==> config.mk <==
export PLATFORM = sky130hd
export DESIGN_NAME = servo_motion_ctrl
export DESIGN_NICKNAME = d
export VERILOG_FILES = /design/src/rtl/servo_pkg.sv /design/src/rtl/servo_frame_timer.sv /design/src/rtl/servo_motion_ctrl.sv
export SDC_FILE = /design/constraint.sdc
export NUM_CORES = 1
export LEC_CHECK = 0
export BUFFER_PORTS_ARGS = -buffer_cell sky130_fd_sc_hd__buf_2
export CAP_MARGIN = 10
export CORE_UTILIZATION = 55
export DETAILED_ROUTE_END_ITERATION = 6
export HOLD_SLACK_MARGIN = 0.12
export PLACE_DENSITY = 0.77
export SETUP_SLACK_MARGIN = 0.02
export SYNTH_ARGS = -nofsm -noshare
export SYNTH_HDL_FRONTEND = slang
export SYNTH_HIERARCHICAL = 1
export SYNTH_SLANG_ARGS = --single-unit
==> constraint.sdc <==
create_clock -name clk -period 3.9 [get_ports clk]
set_input_delay 0.585 -clock clk [delete_from_list [all_inputs] [get_ports clk]]
set_output_delay 0.585 -clock clk [all_outputs]
set_load 0.01 [all_outputs]
==> src/rtl/servo_pkg.sv <==
// Shared types and widths for the servo motion sequencer and its frame timer.
package servo_pkg;

  localparam int DUTY_W   = 10;
  localparam int STEP_W   = 7;
  localparam int DUTY_MAX = 1000;

  typedef enum logic [1:0] {
    IDLE   = 2'd0,
    RAMP   = 2'd1,
    SETTLE = 2'd2,
    DONE   = 2'd3
  } state_e;

endpackage

==> src/rtl/servo_frame_timer.sv <==
// Free-running PWM frame counter; frame_tick_o marks the last cycle of each frame.
module servo_frame_timer #(
  parameter int INPUT_FREQ = 50_000_000,
  parameter int REFRESH_HZ = 50,
  localparam int PERIOD_COUNT = INPUT_FREQ / REFRESH_HZ,
  localparam int CNT_W = (PERIOD_COUNT > 1) ? $clog2(PERIOD_COUNT) : 1
) (
  input  logic clk,
  input  logic rst,
  output logic frame_tick_o
);

  localparam logic [CNT_W-1:0] LAST = CNT_W'(PERIOD_COUNT - 1);

  logic [CNT_W-1:0] cnt_q, cnt_d;
  logic             tick_q;

  always_comb begin
    cnt_d = (cnt_q == LAST) ? '0 : cnt_q + 1'b1;
  end

  // Tick is registered from the next count so it lines up with cnt_q == LAST.
  always_ff @(posedge clk) begin
    if (rst) begin
      cnt_q  <= '0;
      tick_q <= 1'b0;
    end else begin
      cnt_q  <= cnt_d;
      tick_q <= (cnt_d == LAST);
    end
  end

  assign frame_tick_o = tick_q;

endmodule

==> src/rtl/servo_motion_ctrl.sv <==
// Slews the servo duty level toward commanded targets one step per PWM frame,
// then holds for a settle interval before pulsing done.
module servo_motion_ctrl
  import servo_pkg::*;
#(
  parameter int INPUT_FREQ    = 50_000_000,
  parameter int REFRESH_HZ    = 50,
  parameter int HOME_LEVEL    = 500,
  parameter int MAX_LEVEL     = DUTY_MAX,
  parameter int SETTLE_FRAMES = 10
) (
  input  logic              clk,
  input  logic              rst,
  input  logic              cmd_valid,
  output logic              cmd_ready,
  input  logic [DUTY_W-1:0] cmd_target,
  input  logic [STEP_W-1:0] cmd_step,
  input  logic              abort,
  output logic [DUTY_W-1:0] duty_level,
  output logic              busy,
  output logic              done,
  output logic              frame_tick
);

  localparam int SET_W = (SETTLE_FRAMES > 1) ? $clog2(SETTLE_FRAMES) : 1;
  localparam logic [SET_W-1:0] SET_LAST = SET_W'(SETTLE_FRAMES - 1);

  function automatic logic [DUTY_W-1:0] clamp_target(input logic [DUTY_W-1:0] t);
    return (t > DUTY_W'(MAX_LEVEL)) ? DUTY_W'(MAX_LEVEL) : t;
  endfunction

  function automatic logic [STEP_W-1:0] norm_step(input logic [STEP_W-1:0] s);
    return (s == '0) ? STEP_W'(1) : s;
  endfunction

  state_e              state_q;
  logic [DUTY_W-1:0]   duty_q, tgt_q;
  logic [STEP_W-1:0]   stp_q;
  logic [SET_W-1:0]    settle_q;
  logic                busy_q, done_q;
  logic                tick;

  logic signed [DUTY_W:0] diff_d, mag_d;
  logic [DUTY_W-1:0]      ramp_d;
  logic                   arrive_d;

  servo_frame_timer #(
    .INPUT_FREQ (INPUT_FREQ),
    .REFRESH_HZ (REFRESH_HZ)
  ) u_timer (
    .clk          (clk),
    .rst          (rst),
    .frame_tick_o (tick)
  );

  // Within one step of target we land exactly on it, so stepping cannot overshoot.
  always_comb begin
    diff_d   = $signed({1'b0, tgt_q}) - $signed({1'b0, duty_q});
    mag_d    = (diff_d < 0) ? -diff_d : diff_d;
    arrive_d = (mag_d <= $signed({{(DUTY_W + 1 - STEP_W){1'b0}}, stp_q}));
    ramp_d   = (diff_d < 0) ? duty_q - DUTY_W'(stp_q) : duty_q + DUTY_W'(stp_q);
  end

  always_ff @(posedge clk) begin
    if (rst) begin
      state_q <= IDLE;
      duty_q  <= DUTY_W'(HOME_LEVEL);
      busy_q  <= 1'b0;
      done_q  <= 1'b0;
    end else begin
      done_q <= 1'b0;
      case (state_q)
        IDLE: begin
          if (cmd_valid) begin
            tgt_q   <= clamp_target(cmd_target);
            stp_q   <= norm_step(cmd_step);
            state_q <= RAMP;
            busy_q  <= 1'b1;
          end
        end
        RAMP: begin
          if (abort) begin
            state_q <= IDLE;
            busy_q  <= 1'b0;
          end else if (tick) begin
            if (arrive_d) begin
              duty_q   <= tgt_q;
              settle_q <= '0;
              if (SETTLE_FRAMES == 0) begin
                state_q <= DONE;
                busy_q  <= 1'b0;
                done_q  <= 1'b1;
              end else begin
                state_q <= SETTLE;
              end
            end else begin
              duty_q <= ramp_d;
            end
          end
        end
        SETTLE: begin
          if (abort) begin
            state_q <= IDLE;
            busy_q  <= 1'b0;
          end else if (tick) begin
            if (settle_q == SET_LAST) begin
              state_q <= DONE;
              busy_q  <= 1'b0;
              done_q  <= 1'b1;
            end else begin
              settle_q <= settle_q + 1'b1;
            end
          end
        end
        DONE: begin
          state_q <= IDLE;
        end
        default: begin
          state_q <= IDLE;
          busy_q  <= 1'b0;
        end
      endcase
    end
  end

  assign cmd_ready  = (state_q == IDLE);
  assign duty_level = duty_q;
  assign busy       = busy_q;
  assign done       = done_q;
  assign frame_tick = tick;

endmodule

==> impl_results.md, run 1 <==
- CTS buffer count: 5
- Hold depth: 1
- DR vias/cell: between 5 and 6
- Initial core utilization: 58.5%
- I/O pins: 35
- Die area: between 7000 and 8000 um^2
- CTS clk-pin slew, worst paths: 0.10 ns
- Failing checks: negative setup slack
- Largest net degree at the start of global routing: 22
- Remaining DRCs: 0
- Fmax: 240 MHz
- Max-slew violations: 0
- Nets@finish: ~600
- Seq cells post-synth: 56
- Final GP Congestion: 0.956
- Critical path type: reg -> reg
- Root buffer cell: clkbuf_8
- Pwr/cell area: 277 nW/um^2
- Overflow after GRT: 0
- Flop pwr share: 47.5%
- Clock period minus final worst setup slack: between 4 and 5 ns
- Routed WL: slightly above 10000 um
- CP max stage delay: 0.39 ns
- Clock Skews: 0.00749 ns
- FF-to-FF Start: tgt_q[0]
- VDD IR max: 0.220 mV
- Final Non-Filler Cells: roughly 640
- Pint: roughly 960 uW
- DR WL/cell: about 16 um
- Final HPWL from detailed placement: 7270 um
- EDFF count, synth: 21
- Mapped cell area: 4060 um^2
- Worst-path fanout max: 5
- Slew HR: between 30% and 40%
- # diodes: 0
- Post-synth ARST share: 0%
- Critical path's slowest cell: edfxtp_1
- Max_cap viols: 0
- Final Hold Fails: 0
- Top_reg_cell synth: dfxtp_1
- DR pass1 iterations: 5
- DR vias: around 3700
- Startpoint types: register
- Synthesized area per cell: roughly 8.7 um^2
- Combinational Power Share: a little over a quarter
- Total Power: 1350 uW
- Die H: 87.9 um
- Worst Hold Launch: cmd_step[3]
- Status: finished, violations left
- CTS tree: yes
- Number of distinct library cells after synthesis: around 70
- CTS Buffer Depth: 2
- Hold WS: between 0.4 and 0.5 ns
- Worst-path cell chain: inv_2 -> ha_4 -> inv_2 -> fa_2 -> a211oi_4 -> o21ai_2 -> nand4_1 -> nand2_2 -> mux2_4 -> ha_4 -> nand3b_1 -> a21boi_1 -> o21ai_1 -> a21oi_2 -> o2bb2ai_2 -> nor4_2 -> a41oi_2 -> buf_6 -> buf_4 -> mux2i_1 -> a211oi_2
- Sequential-to-total area share from yosys stat: 32.8%
- Vias in the first global route: about 3500
- Area Growth Syn to Fin: 20.2%
- Starting DRC count in detailed routing: between 200 and 250
- GRT Util Overall: 27.8%
- Crit share post-route: 107%
- Leak: around 0.0021 uW
- R2R Path End: duty_level[3]
- Placed insts: 606
- Clk Latency, worst-skew pair: 0.31 ns
- Net Sw Frac: 28.8%
- Worst Path Arrival: 4.32 ns
- Mapped Cells: between 400 and 500
- Min-delay worst type: in -> reg
- YS warnings: 6
- Final worst slack: -0.262 ns
- Post-synth net total: ~530
- Power share of the clock group: between 20% and 30%
- Layout cell share with drive strength beyond 1: around a quarter
- Switching pwr: ~390 uW
- ANT nets after route: 0
- R2R cell count: 21
- Chip Width: around 88 um
- RSZ-0062 raised after global routing: true
- Antenna violations before repair: 0
- Final setup viols: 16
- Hold EP: stp_q[3]
- CP Capture Type: register
- Row cnt: 30
- First-pass GRT wire length: around 16000 um
- Clock sinks: between 50 and 60
- Slew of the pin with the lowest slew margin: about 1 ns
- Port Buf Inserts: 34
- WP data required: 4.06 ns
- Worst reg2reg setup slack: -0.26 ns
- H-tree lvl count: 2
- Core ar.: around 6900 um^2
## cells in the mapped netlist (4+ instances only)
cell	instances	share of area, %
edfxtp_1	21	16
dfxtp_1	35	17
nor3_1	11	1.4
nor2b_1	7	1.1
clkbuf_1	16	1.5
mux2i_1	10	2.5
a31oi_1	5	0.77
a21o_1	6	1.1
nand2_1	29	2.7
and3_1	5	0.77
ha_1	35	11
buf_2	4	0.49
o21ai_0	17	2.1
and2_1	8	1.2
a21oi_1	29	3.6
nor2_1	52	4.8
nand4_1	8	1.2
nand2b_1	4	0.62
nand3_1	19	2.3
xnor2_1	23	5.0
inv_1	30	2.8
xor2_1	22	4.7
## area by class of cell
| class | count | area (um^2) |
|---|---|---|
| repair buffers | 88 | 591 |
| fillers | 529 | 2070 |
| inverters | 30 | 113 |
| clock buffers | 8 | 101 |
| well taps | 96 | 120 |
| flip-flops and latches | 56 | 1330 |
| multi-input cells | 357 | 2620 |
## flip-flops by register name, summed over array words and instances (netlist names)
signal / count
tgt_q: 10
u_timer/cnt_q: 20
busy: 1
done: 1
stp_q: 7
settle_q: 4
u_timer/frame_tick_o: 1
duty_level: 10
state_q: 2
## cell families (layout without fill, tap and decap cells)
| family | count (synthesis) | in the layout | share of synthesized area, % |
|---|---|---|---|
| and+or+nand+nor | 170 | 171 | 21.5 |
| AOI/OAI and AO/OA | 91 | 91 | 15.0 |
| DFF | 56 | 56 | 32.8 |
| buffers and inverters | 55 | 126 | 5.80 |
| xor gates and xnor gates | 45 | 45 | 9.71 |
| adders and majority gates | 37 | 37 | 11.8 |
| muxes | 13 | 13 | 3.48 |
## worst max path at each step
stage / from / to / slack [ns] / cells past startpoint
6_report: tgt_q[0] / duty_level[3] / -0.26 / 21
5_1_grt: tgt_q[0] / duty_level[1] / -0.39 / 22
4_1_cts: tgt_q[0] / duty_level[0] / -0.09 / 20
3_5_place_dp: tgt_q[0] / duty_level[0] / -0.24 / 21
3_3_place_gp: tgt_q[0] / duty_level[0] / -0.07 / 21
2_1_floorplan: tgt_q[0] / settle_q[0] / 0.03 / 21
## through the flow
step / util, % / worst slack, ns / area [um^2] / setup TNS [ns]
after global placement: 65.0 / -0.0678 / 4510 / -0.111
final: 70.3 / -0.262 / 4880 / -3.35
after global routing: 70.3 / -0.390 / 4880 / -5.53
after CTS: 69.9 / -0.0908 / 4850 / -0.972
after detailed placement: 65.0 / -0.241 / 4510 / -2.24
after floorplan: - / 0.0286 / 4090 / 0
## metal layers
layer  track usage (%)  wire (um)
met5                 0          0
met4              10.6        202
met3              5.18        600
met2              46.6       5000
met1              35.5       4590
## layout by cell type (no fill, tap or decap), types with 5 or more instances in the layout
cell type	count
buf_2	34
buf_4	50
nor3_1	11
a31oi_1	5
edfxtp_1	21
nor2b_1	7
nand4_1	8
nor2_1	51
mux2i_1	10
and2_1	8
nand2_1	28
dfxtp_1	33
nand3_1	18
and3_1	5
xnor2_1	23
a21oi_1	24
clkbuf_8	5
a21o_1	6
inv_1	28
xor2_1	22
ha_1	33
o21ai_0	13
## critical path: cells and delay by family (launching register included)
family          cells  cell delay, ns
simple gates        4            0.54
fa+ha+maj           3            0.78
buf+inv             4            0.43
compound gates      8            1.28
mux                 2            0.58
flops               1            0.39
## power by group through the flow
stage               clock, uW  sequential, uW  combinational [uW]
floorplan                   0             649                 209
global placement            0             653                 282
detailed placement          0             653                 295
CTS                       358             640                 342
global route              384             642                 391
finish                    349             641                 360
## repair_timing
item / 4_1_cts / 5_1_grt
hold buffers: 0 / 0
setup buffers: 17 / 4
resized for setup: 21 / 11
gates cloned: 2 / 0
setup endpoints to repair: 16 / 16
pin swaps: 18 / 24
Power figures use the tool's default switching activity.
==> run 2: changes to the inputs <==
==> constraint.sdc (replaced) <==
create_clock -name clk -period 3.5 [get_ports clk]
set_input_delay 0.525 -clock clk [delete_from_list [all_inputs] [get_ports clk]]
set_output_delay 0.525 -clock clk [all_outputs]
set_load 0.01 [all_outputs]
==> impl_results.md, run 2 (synthesis gave the netlist of run 1 again) <==
- WP data required: about 3.7 ns
- Most flops, register: u_timer/cnt_q
- CTS Buffer Depth: 2
- Max reg flops: 20
- Die H: 87.9 um
- Clock Skews: 0.00616 ns
- Startpoint types: register
- CTS buffer count: 5
- I/O pins: 35
- Fill count: slightly above 500
- Most frequent cells in the layout: buf_4, nor2_1, buf_2
- Flop pwr share: between 40% and 50%
- Final Hold Fails: 0
- Worst Path Arrival: between 4 and 5 ns
- CP Capture Type: register
- Fmax: between 200 and 250 MHz
- Critical path type: reg -> reg
- DR vias: between 3000 and 4000
- Switching pwr: 445 uW
- Pint: 1090 uW
- VDD IR max: ~0.19 mV
- CTS tree: yes
- Final setup viols: 16
- Pwr/cell area: around 300 nW/um^2
- Port Buf Inserts: 34
- ANT nets after route: 0
- Overflow after GRT: 0
- CP max stage delay: about 0.40 ns
- Largest net degree at the start of global routing: 22
- RSZ-0062 raised after global routing: true
- Crit-path leading delay family: compound AO/OA/AOI/OAI gates
- Failing checks: negative setup slack
- CP Buf/Inv Count: 3
- # diodes: 0
- DR WL/cell: about 16 um
- Crit share post-route: 114%
- Max-slew violations: 0
- Initial core utilization: between 50% and 60%
- Area Growth Syn to Fin: 25.1%
- H-tree lvl count: 2
- Row cnt: 30
- Chip Width: 87.9 um
- Clock sinks: 56
- Slew HR: 36.8%
- Starting DRC count in detailed routing: between 150 and 200
- Clk Latency, worst-skew pair: 0.31 ns
- Net Sw Frac: 29.0%
- Final GP Congestion: about 0.95
- Root buffer cell: clkbuf_8
- Final Non-Filler Cells: about 650
- Vias in the first global route: 3546
- Core ar.: 6940 um^2
- Commonest non-fill, non-tap cell in the layout: buf_4
- DR pass1 iterations: 5
- Leak: ~0.0022 uW
- Max_cap viols: 0
- GRT Util Overall: 26.0%
- Final HPWL from detailed placement: 7250 um
- Worst-path cell chain: inv_2 -> ha_4 -> inv_2 -> fa_2 -> a211oi_4 -> o21ai_2 -> nand4_1 -> nand2_4 -> mux2_4 -> ha_4 -> nand3b_1 -> a21boi_1 -> o21ai_1 -> a21oi_2 -> o2bb2ai_2 -> nor4_2 -> a41oi_2 -> buf_6 -> mux2_4 -> a211oi_2
- Antenna violations before repair: 0
- Slew of the pin with the lowest slew margin: 0.945 ns
- Layout cell share with drive strength beyond 1: roughly 29%
- Routed WL: roughly 10000 um
- Worst-path fanout max: 8
- CTS clk-pin slew, worst paths: 0.10 ns
- DR vias/cell: between 5 and 6
- First-pass GRT wire length: ~16000 um
- Min-delay worst type: in -> reg
- Remaining DRCs: 0
- Combinational Power Share: between 20% and 30%
- Status: finished, violations left
- Nets@finish: 608
- Hold WS: 0.392 ns
- Die area: a little under 8000 um^2
- DP Worst Slack: -0.622 ns
- Critical path's slowest cell: edfxtp_1
- Power share of the clock group: roughly 26%
- Clock period minus final worst setup slack: 4.01 ns
- Final worst slack: -0.507 ns
- Placed insts: 630
==> run 2: area by class of cell <==
class | instances | area (um^2) | area share [%]
flip-flops and latches | 56 | 1330 | 26.3
repair buffers | 101 | 696 | 13.7
inverters | 30 | 113 | 2.22
clock buffers | 8 | 101 | 2.00
multi-input cells | 356 | 2710 | 53.4
well taps | 96 | 120 | 2.37
==> run 2: path summary, 6_finish.rpt <==
check                           cells past startpoint         from       endpoint  slack, ns
worst max-delay path                               20     tgt_q[0]  duty_level[0]      -0.51
worst min-delay path                                1  cmd_step[3]       stp_q[3]       0.39
worst max register to register                     20     tgt_q[0]  duty_level[0]      -0.51
worst min register to register                      2   state_q[1]     state_q[1]       0.53
==> run 2: power groups by stage <==
stage	logic, uW	clock network, uW	registers (uW)
CTS	388	399	714
global route	458	425	717
global placement	344	0	727
finish	422	396	716
detailed placement	355	0	728
floorplan	236	0	723
==> run 2: routing by layer <==
layer / routed length [um] / global-route usage, % / vias up
met5: 0 / 0 / -
met4: 201 / 9.09 / 0
met3: 557 / 4.15 / 20
met2: 4910 / 43.6 / 132
met1: 4600 / 33.9 / 1721
li1: - / - / 1812
==> run 2: timing repair <==
| action | 4_1_cts | 5_1_grt |
|---|---|---|
| cloned | 1 | 0 |
| endpoints found under the setup margin | 16 | 16 |
| resized for setup | 28 | 20 |
| buffers inserted | 6 | 5 |
| hold buffers | 0 | 0 |
| pin swaps | 19 | 13 |
==> run 2: stage by stage <==
stage	util [%]	instance area [um^2]	power, uW	TNS [ns]
finish	73.1	5080	1530	-6.50
global route	73.1	5080	1600	-9.40
CTS	71.4	4960	1500	-4.84
detailed placement	67.6	4690	1080	-8.26
global placement	67.6	4690	1070	-5.85
floorplan	-	4100	960	-3.52
==> run 3: changes to the inputs <==
--- a/config.mk
+++ b/config.mk
@@ -10,8 +10,8 @@
 export CORE_UTILIZATION = 55
 export DETAILED_ROUTE_END_ITERATION = 6
 export HOLD_SLACK_MARGIN = 0.12
-export PLACE_DENSITY = 0.77
-export SETUP_SLACK_MARGIN = 0.02
+export PLACE_DENSITY = 0.74
+export SETUP_SLACK_MARGIN = 0.2
 export SYNTH_ARGS = -nofsm -noshare
 export SYNTH_HDL_FRONTEND = slang
 export SYNTH_HIERARCHICAL = 1
==> constraint.sdc (replaced) <==
create_clock -name clk -period 3.9 [get_ports clk]
set_input_delay 0.585 -clock clk [delete_from_list [all_inputs] [get_ports clk]]
set_output_delay 0.585 -clock clk [all_outputs]
set_load 0.01 [all_outputs]
==> impl_results.md, run 3 (synthesis gave the netlist of run 1 again) <==
- Status: finished, violations left
- Failing checks: negative setup slack
- Remaining DRCs: 0
- CTS clk-pin slew, worst paths: 0.12 ns
- Clock Skews: roughly 0.013 ns
- CP Capture Type: register
- Pwr/cell area: 276 nW/um^2
- RSZ-0062 raised after global routing: true
- Worst-path fanout max: 4
- Clk Latency, worst-skew pair: ~0.33 ns
- Min-delay worst type: in -> reg
- Crit share post-route: 107%
- First-pass GRT wire length: roughly 16000 um
- Port Buf Inserts: 34
- H-tree lvl count: 2
- Overflow after GRT: 0
- Max_cap viols: 0
- WP data required: between 4 and 5 ns
- Reg area: roughly 1300 um^2
- Fmax: between 200 and 250 MHz
- DR vias: 3750
- Die H: about 90 um
- CTS buffer count: 5
- CTS Buffer Depth: 2
- Final TNS setup: -3.09 ns
- Core ar.: just under 7000 um^2
- VDD IR max: between 0.1 and 0.15 mV
- CTS tree: yes
- Nets@finish: ~600
- GRT Util Overall: 27.4%
- Area Growth Syn to Fin: 23.1%
- DR WL/cell: 17.0 um
- Startpoint types: register
- Worst Path Arrival: ~4.4 ns
- Layout cell share with drive strength beyond 1: 28.0%
- Power share of the clock group: between 20 and 30%
- Commonest non-fill, non-tap cell in the layout: buf_4
- Hold WS: ~0.44 ns
- Max-slew violations: 0
- Net Sw Frac: between 30% and 40%
- # diodes: 0
- I/O pins: 35
- Leak: ~0.0021 uW
- Die area: around 7700 um^2
- Pint: between 900 and 1000 uW
- Worst reg2reg setup slack: -0.26 ns
- ANT nets after route: 0
- Chip Width: a little under 90 um
- Final HPWL from detailed placement: between 7000 and 8000 um
- Most flops, register: u_timer/cnt_q
- Final setup viols: 16
- Critical path type: reg -> reg
- Largest net degree at the start of global routing: 22
- Placed cell area: 4480 um^2
- Multi-input logic area: roughly 2700 um^2
- Fin area: 5000 um^2
- Row cnt: 30
- Slew of the pin with the lowest slew margin: about 1.0 ns
- Combinational Power Share: 28.2%
- Final Hold Fails: 0
- Antenna violations before repair: 0
- Clock period minus final worst setup slack: 4.16 ns
- Final worst slack: -0.257 ns
- DR vias/cell: approximately 5.9
- Max reg flops: 20
- Switching pwr: between 400 and 500 uW
- Starting DRC count in detailed routing: around 180
- Final GP Congestion: 0.899
- Slew HR: 30.3%
- DR pass1 iterations: 4
- Vias in the first global route: approximately 3500
- Routed WL: roughly 11000 um
- Initial core utilization: 58.5%
- Fill count: around 520
- Most frequent cells in the layout: buf_4, nor2_1, buf_2
- Clock sinks: 56
- Root buffer cell: clkbuf_8
- Flop pwr share: between 40% and 50%
## run 3: path summary, 6_finish.rpt
kind / startpoint / endpoint / depth (start not counted)
worst max-delay path: tgt_q[0] / duty_level[0] / 21
worst min-delay path: cmd_target[8] / tgt_q[8] / 1
worst max register to register: tgt_q[0] / duty_level[0] / 21
worst min register to register: busy / busy / 2
## run 3: power groups by stage
stage               Sequential (uW)  Combinational (uW)  Clock [uW]
floorplan                       649                 212           0
global placement                653                 286           0
detailed placement              654                 298           0
CTS                             641                 345         350
global route                    644                 418         373
finish                          642                 388         346
## run 3: metal layers
metal  vias up  routed length (um)  track usage (%)
met1      1772                4620             36.2
met3        36                 679             4.15
met2       151                5130             46.2
met5         -                   0                0
li1       1791                   -                -
met4         0                 356             8.49
## run 3: layout make-up
type | count | share of cell area (%)
multi-input combinational | 357 | 54.8
sequential | 56 | 26.7
timing repair buffer | 89 | 12.0
tap | 96 | 2.40
inverter | 30 | 2.25
clock buffer | 5 | 1.38
clock inverter | 3 | 0.501
## run 3: per-stage QoR
stage	worst slack (ns)	power [uW]	utilization, %	cells
after detailed placement	-0.300	952	64.5	601
after CTS	-0.0975	1340	69.8	629
after global placement	-0.0273	939	64.5	601
after floorplan	0.0862	861	-	467
after global routing	-0.331	1430	71.9	636
final	-0.257	1380	71.9	636
## run 3: worst max-delay path: stages, from the launching register on
cell and delay, ns:
edfxtp_1 0.40, inv_2 0.09, ha_4 0.14, inv_2 0.05, fa_2 0.38, a211oi_4 0.28, o21ai_2 0.09, nand4_1 0.23
buf_4 0.18, nand2_4 0.07, nor2_4 0.17, xor2_1 0.24, ha_1 0.29, nand4_1 0.11, o22ai_2 0.09, a21oi_2 0.16
o2bb2ai_2 0.13, nor4_2 0.06, a41oi_2 0.27, buf_6 0.18, mux2_4 0.30, a211oi_2 0.17
## run 3: timing repair
action	in CTS	in global routing
setup endpoints to repair	16	16
resized for setup	31	16
pin swaps	18	12
hold buffers	0	0
buffers inserted	18	7
cloned	2	0
